**src/rtl/qr_solve.sv**
```systemverilog
// Back-substitution solver for R*x = Q^T*y using one shared MAC and a restoring divider.
// Optional QR_SOLVE_SAT_EN: saturate results to WIDTH bits instead of wrapping.
module qr_solve #(
    parameter int WIDTH = 16,
    parameter int FBITS = 8
) (
    input  logic                    clk,
    input  logic                    reset,
    input  logic                    start,
    input  logic signed [WIDTH-1:0] q11, q12, q13, q14,
    input  logic signed [WIDTH-1:0] q21, q22, q23, q24,
    input  logic signed [WIDTH-1:0] q31, q32, q33, q34,
    input  logic signed [WIDTH-1:0] q41, q42, q43, q44,
    input  logic signed [WIDTH-1:0] r11, r12, r13, r14,
    input  logic signed [WIDTH-1:0] r22, r23, r24,
    input  logic signed [WIDTH-1:0] r33, r34,
    input  logic signed [WIDTH-1:0] r44,
    input  logic signed [WIDTH-1:0] y1, y2, y3, y4,
    output logic signed [WIDTH-1:0] x1, x2, x3, x4,
    output logic                    finish,
    output logic                    div0
);

    localparam int PW   = 2 * WIDTH;
    localparam int ACCW = 2 * WIDTH + 3;
    localparam int QB   = 2 * WIDTH + 2;
    localparam int DVW  = WIDTH + 1;
    localparam int CW   = $clog2(QB);

    localparam logic signed [WIDTH-1:0] XMAX = {1'b0, {(WIDTH-1){1'b1}}};
    localparam logic signed [WIDTH-1:0] XMIN = {1'b1, {(WIDTH-1){1'b0}}};

    typedef enum logic [2:0] {IDLE, QTY, SETUP, MAC, DIV, WB, DONE} state_t;

    state_t                  state;
    logic                    start_d;
    logic signed [WIDTH-1:0] q_m [4][4];
    logic signed [WIDTH-1:0] r_m [4][4];
    logic signed [WIDTH-1:0] y_m [4];
    logic signed [WIDTH-1:0] z_m [4];
    logic signed [WIDTH-1:0] x_m [4];
    logic signed [ACCW-1:0]  acc;
    logic [3:0]              k;
    logic [1:0]              row;
    logic [1:0]              col;
    logic [CW-1:0]           div_cnt;
    logic [QB-1:0]           dvd;
    logic [DVW-1:0]          rem;

    function automatic logic signed [WIDTH-1:0] fmt(input logic signed [ACCW-1:0] v);
`ifdef QR_SOLVE_SAT_EN
        logic signed [ACCW-1:0] hi;
        logic signed [ACCW-1:0] lo;
        hi = ACCW'((2 ** (WIDTH - 1)) - 1);
        lo = ~hi;
        if (v > hi)
            return XMAX;
        else if (v < lo)
            return XMIN;
        else
            return WIDTH'(v);
`else
        return WIDTH'(v);
`endif
    endfunction

    logic                    launch;
    logic signed [WIDTH-1:0] mac_a;
    logic signed [WIDTH-1:0] mac_b;
    logic signed [PW-1:0]    prod;
    logic signed [ACCW-1:0]  prod_ext;
    logic signed [ACCW-1:0]  qty_sum;
    logic signed [ACCW-1:0]  z_shift;
    logic signed [WIDTH-1:0] rii;
    logic signed [DVW-1:0]   rii_ext;
    logic [DVW-1:0]          divisor;
    logic [QB-1:0]           acc_mag;
    logic [QB-1:0]           dvd_in;
    logic [DVW-1:0]          rem_in;
    logic [DVW:0]            shifted;
    logic [DVW:0]            trial;
    logic                    qbit;
    logic signed [ACCW-1:0]  q_ext;
    logic signed [ACCW-1:0]  q_res;
    logic signed [WIDTH-1:0] wb_val;

    assign launch = ((state == IDLE) || (state == DONE)) && start && !start_d;

    always_comb begin
        mac_a = '0;
        mac_b = '0;
        case (state)
            QTY: begin
                mac_a = q_m[k[1:0]][k[3:2]];
                mac_b = y_m[k[1:0]];
            end
            MAC: begin
                mac_a = r_m[row][col];
                mac_b = x_m[col];
            end
            default: ;
        endcase
    end

    assign prod     = mac_a * mac_b;
    assign prod_ext = ACCW'(prod);
    assign qty_sum  = acc + prod_ext;
    assign z_shift  = qty_sum >>> FBITS;

    assign rii     = r_m[row][row];
    assign rii_ext = {rii[WIDTH-1], rii};
    assign divisor = rii_ext[DVW-1] ? DVW'(-rii_ext) : DVW'(rii_ext);

    // |acc| stays below 2^(2*WIDTH+1), so the low QB bits hold the full magnitude.
    assign acc_mag = acc[ACCW-1] ? QB'(-acc) : acc[QB-1:0];
    assign dvd_in  = (div_cnt == '0) ? acc_mag : dvd;
    assign rem_in  = (div_cnt == '0) ? '0 : rem;
    assign shifted = {rem_in, dvd_in[QB-1]};
    assign trial   = shifted - {1'b0, divisor};
    assign qbit    = ~trial[DVW];

    assign q_ext = {1'b0, dvd};
    assign q_res = (acc[ACCW-1] ^ rii[WIDTH-1]) ? -q_ext : q_ext;

    always_comb begin
        wb_val = fmt(q_res);
        if (rii == '0) begin
            if (acc == '0)
                wb_val = '0;
            else if (acc[ACCW-1])
                wb_val = XMIN;
            else
                wb_val = XMAX;
        end
    end

    // Sequencer: capture on launch, then Q^T*y, then rows 4..1 of back-substitution.
    always_ff @(posedge clk or negedge reset) begin
        if (!reset) begin
            state   <= IDLE;
            start_d <= 1'b0;
            finish  <= 1'b0;
            div0    <= 1'b0;
            acc     <= '0;
            k       <= '0;
            row     <= '0;
            col     <= '0;
            div_cnt <= '0;
            dvd     <= '0;
            rem     <= '0;
            for (int a = 0; a < 4; a++) begin
                y_m[a] <= '0;
                z_m[a] <= '0;
                x_m[a] <= '0;
                for (int b = 0; b < 4; b++) begin
                    q_m[a][b] <= '0;
                    r_m[a][b] <= '0;
                end
            end
        end else begin
            start_d <= start;
            if (launch) begin
                q_m[0][0] <= q11; q_m[0][1] <= q12; q_m[0][2] <= q13; q_m[0][3] <= q14;
                q_m[1][0] <= q21; q_m[1][1] <= q22; q_m[1][2] <= q23; q_m[1][3] <= q24;
                q_m[2][0] <= q31; q_m[2][1] <= q32; q_m[2][2] <= q33; q_m[2][3] <= q34;
                q_m[3][0] <= q41; q_m[3][1] <= q42; q_m[3][2] <= q43; q_m[3][3] <= q44;
                for (int a = 0; a < 4; a++)
                    for (int b = 0; b < 4; b++)
                        r_m[a][b] <= '0;
                r_m[0][0] <= r11; r_m[0][1] <= r12; r_m[0][2] <= r13; r_m[0][3] <= r14;
                r_m[1][1] <= r22; r_m[1][2] <= r23; r_m[1][3] <= r24;
                r_m[2][2] <= r33; r_m[2][3] <= r34;
                r_m[3][3] <= r44;
                y_m[0] <= y1; y_m[1] <= y2; y_m[2] <= y3; y_m[3] <= y4;
                state  <= QTY;
                k      <= '0;
                acc    <= '0;
                finish <= 1'b0;
                div0   <= 1'b0;
            end else begin
                case (state)
                    QTY: begin
                        k <= k + 4'd1;
                        if (k[1:0] == 2'd3) begin
                            z_m[k[3:2]] <= fmt(z_shift);
                            acc <= '0;
                        end else begin
                            acc <= qty_sum;
                        end
                        if (k == 4'd15) begin
                            state <= SETUP;
                            row   <= 2'd3;
                        end
                    end
                    SETUP: begin
                        acc     <= ACCW'(z_m[row]) <<< FBITS;
                        div_cnt <= '0;
                        if (row == 2'd3) begin
                            state <= DIV;
                        end else begin
                            col   <= row + 2'd1;
                            state <= MAC;
                        end
                    end
                    MAC: begin
                        acc <= acc - prod_ext;
                        if (col == 2'd3)
                            state <= DIV;
                        else
                            col <= col + 2'd1;
                    end
                    DIV: begin
                        dvd <= {dvd_in[QB-2:0], qbit};
                        rem <= qbit ? trial[DVW-1:0] : shifted[DVW-1:0];
                        if (div_cnt == CW'(QB - 1))
                            state <= WB;
                        else
                            div_cnt <= div_cnt + CW'(1);
                    end
                    WB: begin
                        x_m[row] <= wb_val;
                        if (rii == '0)
                            div0 <= 1'b1;
                        if (row == 2'd0) begin
                            state <= DONE;
                        end else begin
                            row   <= row - 2'd1;
                            state <= SETUP;
                        end
                    end
                    DONE: finish <= 1'b1;
                    default: ;
                endcase
            end
        end
    end

    assign x1 = x_m[0];
    assign x2 = x_m[1];
    assign x3 = x_m[2];
    assign x4 = x_m[3];

endmodule

```
**config.mk**
```make
export PLATFORM = sky130hd
export DESIGN_NAME = qr_solve
export DESIGN_NICKNAME = d
export VERILOG_FILES = /design/src/rtl/qr_solve.sv
export SDC_FILE = /design/constraint.sdc
export NUM_CORES = 2
export LEC_CHECK = 0
export BUFFER_PORTS_ARGS = -buffer_cell sky130_fd_sc_hd__buf_2
export CAP_MARGIN = 20
export CORE_MARGIN = 8
export CORE_UTILIZATION = 54
export CTS_CLUSTER_SIZE = 10
export DETAILED_ROUTE_END_ITERATION = 8
export HOLD_SLACK_MARGIN = 0.02
export PLACE_DENSITY = 0.81
export REMOVE_ABC_BUFFERS = 1
export SLEW_MARGIN = 10
export SYNTH_ARGS = -nofsm -noshare
export SYNTH_HDL_FRONTEND = slang
export SYNTH_SLANG_ARGS = --single-unit
export TNS_END_PERCENT = 20
```
**constraint.sdc**
```tcl
create_clock -name clk -period 9.75 [get_ports clk]
set_input_delay 0.975 -clock clk [delete_from_list [all_inputs] [get_ports clk]]
set_output_delay 0.975 -clock clk [all_outputs]
set_load 0.02 [all_outputs]
```
# Word-level counts from Yosys, hierarchy flattened
# Index checks and enable logic that the tools add are counted.
# totals
register_bits	714
in_bits	483
output_inout_bits	66
wordCells	187
# classes
n_addsub	11
mul	1
magnitude_cmp	6
eq_ne	19
muxes	66
bitwise_logic	7
reduce_logical	28
# op_table
operator	n
16-bit two-way mux	18
64-bit binary-select mux with 2-bit select	2
64-bit two-way mux	4
16-bit binary-select mux with 2-bit select	6
64-bit bitwise mux	2
35-bit case mux with 3 select lines	1
35-bit two-way mux	2
34-bit two-way mux	2
16-bit demux with 2-bit select	2
16-bit case mux with 2 select lines	2
17-bit two-way mux	3
35-bit by 32-bit adder with 35-bit output	1
35-bit logical NOT	1
35-bit by 32-bit subtractor with 35-bit output	1
34-bit negator	1
16-bit by 16-bit multiplier with 32-bit output	1
3-bit two-way mux	6
18-bit by 17-bit subtractor with 18-bit output	1
16-bit negator with 17-bit output	1
16-bit logical NOT	1
16-bit negator	1
3-bit case mux with 5 select lines	1
2-bit nonzero test	7
3-bit greater-or-equal comparator, second input constant	4
other kinds (33)	67

# Depth between registers and ports, before layout
# logic_depth
word_depth	13
depth_mapped	48
mapped_depth_nobuf	43

# Least setup slack after synthesis
# OpenSTA, ideal clock, no wires.
# synth_timing
kind	register -> register
from	register k[0]
to	register acc[31]
setup_ns	0.122
t_arrival_ns	10.434
required_time_ns	9.628
path_slack_ns	-0.806
stages_incl_launch_ff	40
path_buffers	6
period_less_slack_ns	10.556
cell_sequence	dfrtp_1 > clkbuf_1 > buf_1 > clkbuf_1 > clkbuf_1 > mux4_2 > a22oi_1 > clkbuf_1 > nor2_1 > fa_1 > inv_1 > fa_1 > fa_1 > inv_1 > fa_1 > fa_1 > inv_1 > fa_1 > [4 not listed] > nand2b_1 > a21oi_1 > nor2b_1 > o21ai_0 > nand2b_1 > xor2_1 > ha_1 > clkbuf_1 > nor3_1 > nand2_1 > nor2_1 > o211ai_1 > a41o_1 > a211oi_1 > a21oi_1 > or4_1 > o2bb2ai_1 > a32o_1
# synth_via
elab_chain_cells	13
word_cells_on_any_way	19
classes_between	add/sub (2); mul (1); eq/ne (1); mux (14); bitwise (1)
# synth_rtl
element	line_no	source
start: declaration	43	logic [3:0] k;
start signal: assignment	183	k <= k + 4'd1;
2-bit NOT with 3-bit output (implied by the code)	94, 95	
64-bit binary-select mux with 2-bit select	94	mac_a = q_m[k[1:0]][k[3:2]];
64-bit two-way mux (implied by the code) (2 in a row)	94	
16-bit binary-select mux with 2-bit select	94	
16-bit two-way mux (implied by the code) (2 in a row)	94	
16-bit case mux with 2 select lines	92	case (state)
16-bit by 16-bit multiplier with 32-bit output	105	assign prod = mac_a * mac_b;
35-bit by 32-bit adder with 35-bit output	107	assign qty_sum = acc + prod_ext;
35-bit two-way mux	184	if (k[1:0] == 2'd3) begin
35-bit case mux with 3 select lines *	181	case (state)
35-bit two-way mux *	162	if (launch) begin
end signal: assignment	188	acc <= qty_sum;
end signal: assignment	196	acc <= ACCW'(z_m[row]) <<< FBITS;
end signal: assignment	206	acc <= acc - prod_ext;
end: declaration	42	logic signed [ACCW-1:0] acc;
# Every way passes the cells marked *; elsewhere a longest branch is shown, timed or not. The select of a mux whose other input is x is not followed.
# A chain may end at the register's enable or synchronous reset.

# Final worst setup path
# Ends and elaborated chain as after synthesis.

==> run summary <==
outcome: finished clean
Routed WL per cell: 23.6 um
commonest non-fill, non-tap cell in the layout: nand2_1
Final Hold Violating Endpoints: 0
# hold bufs at CTS: 0
dominant synthesized flop cell: dfrtp_1
Synth async-reset ratio: 100%
Crit. End Element: flop
Post-DP HPWL: 130000 um
Pre-antenna DRT Iters: 8
Remaining DRCs: 0
Tmin final: 9690 ps
routed vias: 43300
Detail Route Antenna Nets: 0
post-layout power: 6.15 mW
I/O Pins: 549
Unique masters post-synth: 75
Req. time, crit path: 10300 ps
initial antenna violation count: 12
max_slew headroom: 23.5%
sequential fraction of the synthesis area: 37.3%
synthesized cell area: 47900 sq um
FF-to-FF setup slack: 60 ps
Least-Margin Pin Slew: 1150 ps
clock root buffer: clkbuf_16
Final Instance Area: 58100 sq um
synthesized flop and latch total: 714
Pwr Density: 106 nW/um^2
cells on worst reg2reg path: 37
post-route non-filler standard cell count: 7327
GRT Overall Usage: 33.7%
Util after Layout: 65.8%
clock-pin slew on the worst setup and hold paths: 60 ps
Max-cap violations: 0
CP max stage delay: 550 ps
Die Ht: 314 um
Worst path slowest cell: or4_4
largest net degree at the start of global routing: 221
setup violation total in the final timing report: 0
Final period util: 99.4%
via/cell ratio: 5.91
die area: 98600 sq um
crit path kind: reg -> reg
Crit path top cell by count: buf_4
Port Buffer Count: 548
first-pass GRT wire length: 257000 um
GRT overflow: 0
Leak: 30.1 nW
Worst IR Drop VDD: 0.128 mV
Startpoint Class: flop
register area: 17900 sq um
H-tree levels: 3
unrepaired setup endpoints after global routing: true
Multi-input gate area: 28000 sq um
pins over their slew limit: 0
row count: 109
Gate Count Post-Synth: 5339
fmax: 0.103 GHz
Crit Reg-Reg Endpoint: acc[31]
CP Max Fanout: 8
EDFF count, synth: 0
Num CTS Buffers: 85
skew final: 43.3 ps
clk sinks: 714
Mean Syn Cell Area: 8.98 sq um
FILL cells: 6783
vias in the first global route: 43700
core region area: 88200 sq um
Max Root-Sink Buffers: 3
most frequent cells in the layout: nand2_1 (1767), dfrtp_1 (707), buf_2 (548)
HP Class: in -> async
synth warn: 0
initial DRC count: 4874
RR Startpoint: k[0]
final WL: 173000 um
Skew-Pair Late Insertion Delay: 690 ps
GP Congestion: 1.02
Die X: 314 um
CTS tree: yes
placed cell areas: 54200 sq um
dpl cells: 7133
Critical Path AT: 10240 ps
fraction of layout cells with a size suffix above 1: 24.1%
Nets: 7056
Area Growth Syn to Fin: 21.1%
initial core utilization: 54.3%
## critical path: cells and delay by family (launching register included)
family | cells | cell delay (ps)
xor+xnor | 1 | 100
buf+inv | 12 | 1540
compound gates | 11 | 1860
simple gates | 3 | 990
flops | 1 | 530
fa+ha+maj | 8 | 3540
mux | 2 | 990
## synth_stat cells, types with 7 or more instances
cell,n,area (sq um)
buf_1,23,86.3
a21o_1,24,180
o21ai_0,193,966
nand2_1,1769,6640
o22ai_1,17,106
xor2_1,76,666
mux2i_1,49,490
a21oi_1,190,951
o41ai_1,7,61.3
o22a_1,7,61.3
o211ai_1,10,75.1
a221oi_1,21,184
a211oi_1,12,90.1
dfrtp_1,714,17900
mux4_2,151,3400
fa_1,266,5330
nand3_1,25,125
nand2b_1,33,206
or2_2,15,93.8
o31ai_1,37,278
xnor2_1,92,806
o21a_1,11,82.6
nor3_1,35,175
nor2b_1,19,119
o21ai_1,41,205
a22oi_1,39,293
a22o_1,11,96.3
nor2_1,327,1230
clkbuf_1,253,950
or3_1,14,87.6
inv_1,432,1620
ha_1,182,2280
nor4_1,14,87.6
o311ai_0,7,61.3
a31oi_1,14,87.6
o21bai_1,15,113
mux2_2,82,923
and2_1,20,125
## where the power goes
| group | switching [mW] | internal (mW) | leakage, nW |
|---|---|---|---|
| clock | 1.30 | 1.66 | 1.21 |
| combinational | 0.122 | 0.0856 | 19.1 |
| sequential | 0.00966 | 2.97 | 9.82 |
| total | 1.43 | 4.72 | 30.1 |
## layout make-up
cell class | instances | share of cell area (%)
diodes | 8 | 0.0345
clock buffers | 102 | 3.88
clock inverters | 14 | 0.416
inverters | 435 | 2.82
multi-input cells | 3907 | 48.2
flip-flops and latches | 714 | 30.8
well taps | 1165 | 2.51
repair buffers | 982 | 11.3
## flip-flops by register name, indices dropped and copies added (netlist names), 16 cells and up
signal  cells
x4         16
z_m        64
y_m        64
rem        17
q_m       256
acc        35
r_m       160
x3         16
dvd        34
x2         16
x1         16
## layer usage
metal / track usage (%) / up-vias / part of all wire, %
met2: 51.8 / 2474 / 46
li1: - / 18900 / -
met1: 42.5 / 21200 / 37
met3: 8.45 / 635 / 10
met4: 21.6 / 2 / 7.8
met5: 0 / - / 0.0075
## logic make-up (layout without fill, tap and decap cells)
logic type / after synthesis / in the layout / synth area share [%]
compound gates: 701 / 701 / 8.97
xor+xnor: 169 / 169 / 3.12
fa+ha+maj: 448 / 448 / 15.9
buf+inv: 718 / 1533 / 5.65
flops: 714 / 714 / 37.3
mux: 282 / 282 / 10.0
other cells: 1 / 9 / 0.00782
simple gates: 2306 / 2306 / 19.1
## timing repair
item | 4_1_cts | 5_1_grt
resized for setup | 13 | 134
pin swaps | 0 | 88
setup buffers | 0 | 60
endpoints found under the setup margin | 7 | 19
cloned | 0 | 7
## through the flow
stage | worst slack (ps) | hold WS [ps] | setup TNS, ps
final | 57.7 | 294 | 0
after global routing | -283 | 331 | -1500
after CTS | -32.0 | 305 | -32.0
after detailed placement | -190 | 458 | -599
after global placement | -19.3 | 452 | -19.3
after floorplan | -4120 | 440 | -482370
## worst max path at each step
| stage | startpoint | end | slack [ps] |
|---|---|---|---|
| after floorplan | start | acc[0] | -4120 |
| after global placement | k[1] | acc[34] | -20 |
| after detailed placement | k[1] | acc[6] | -190 |
| after CTS | k[0] | acc[34] | -30 |
| after global routing | row[0] | acc[34] | -280 |
| final | k[0] | acc[31] | 60 |
(Power assumes the default switching activity.)
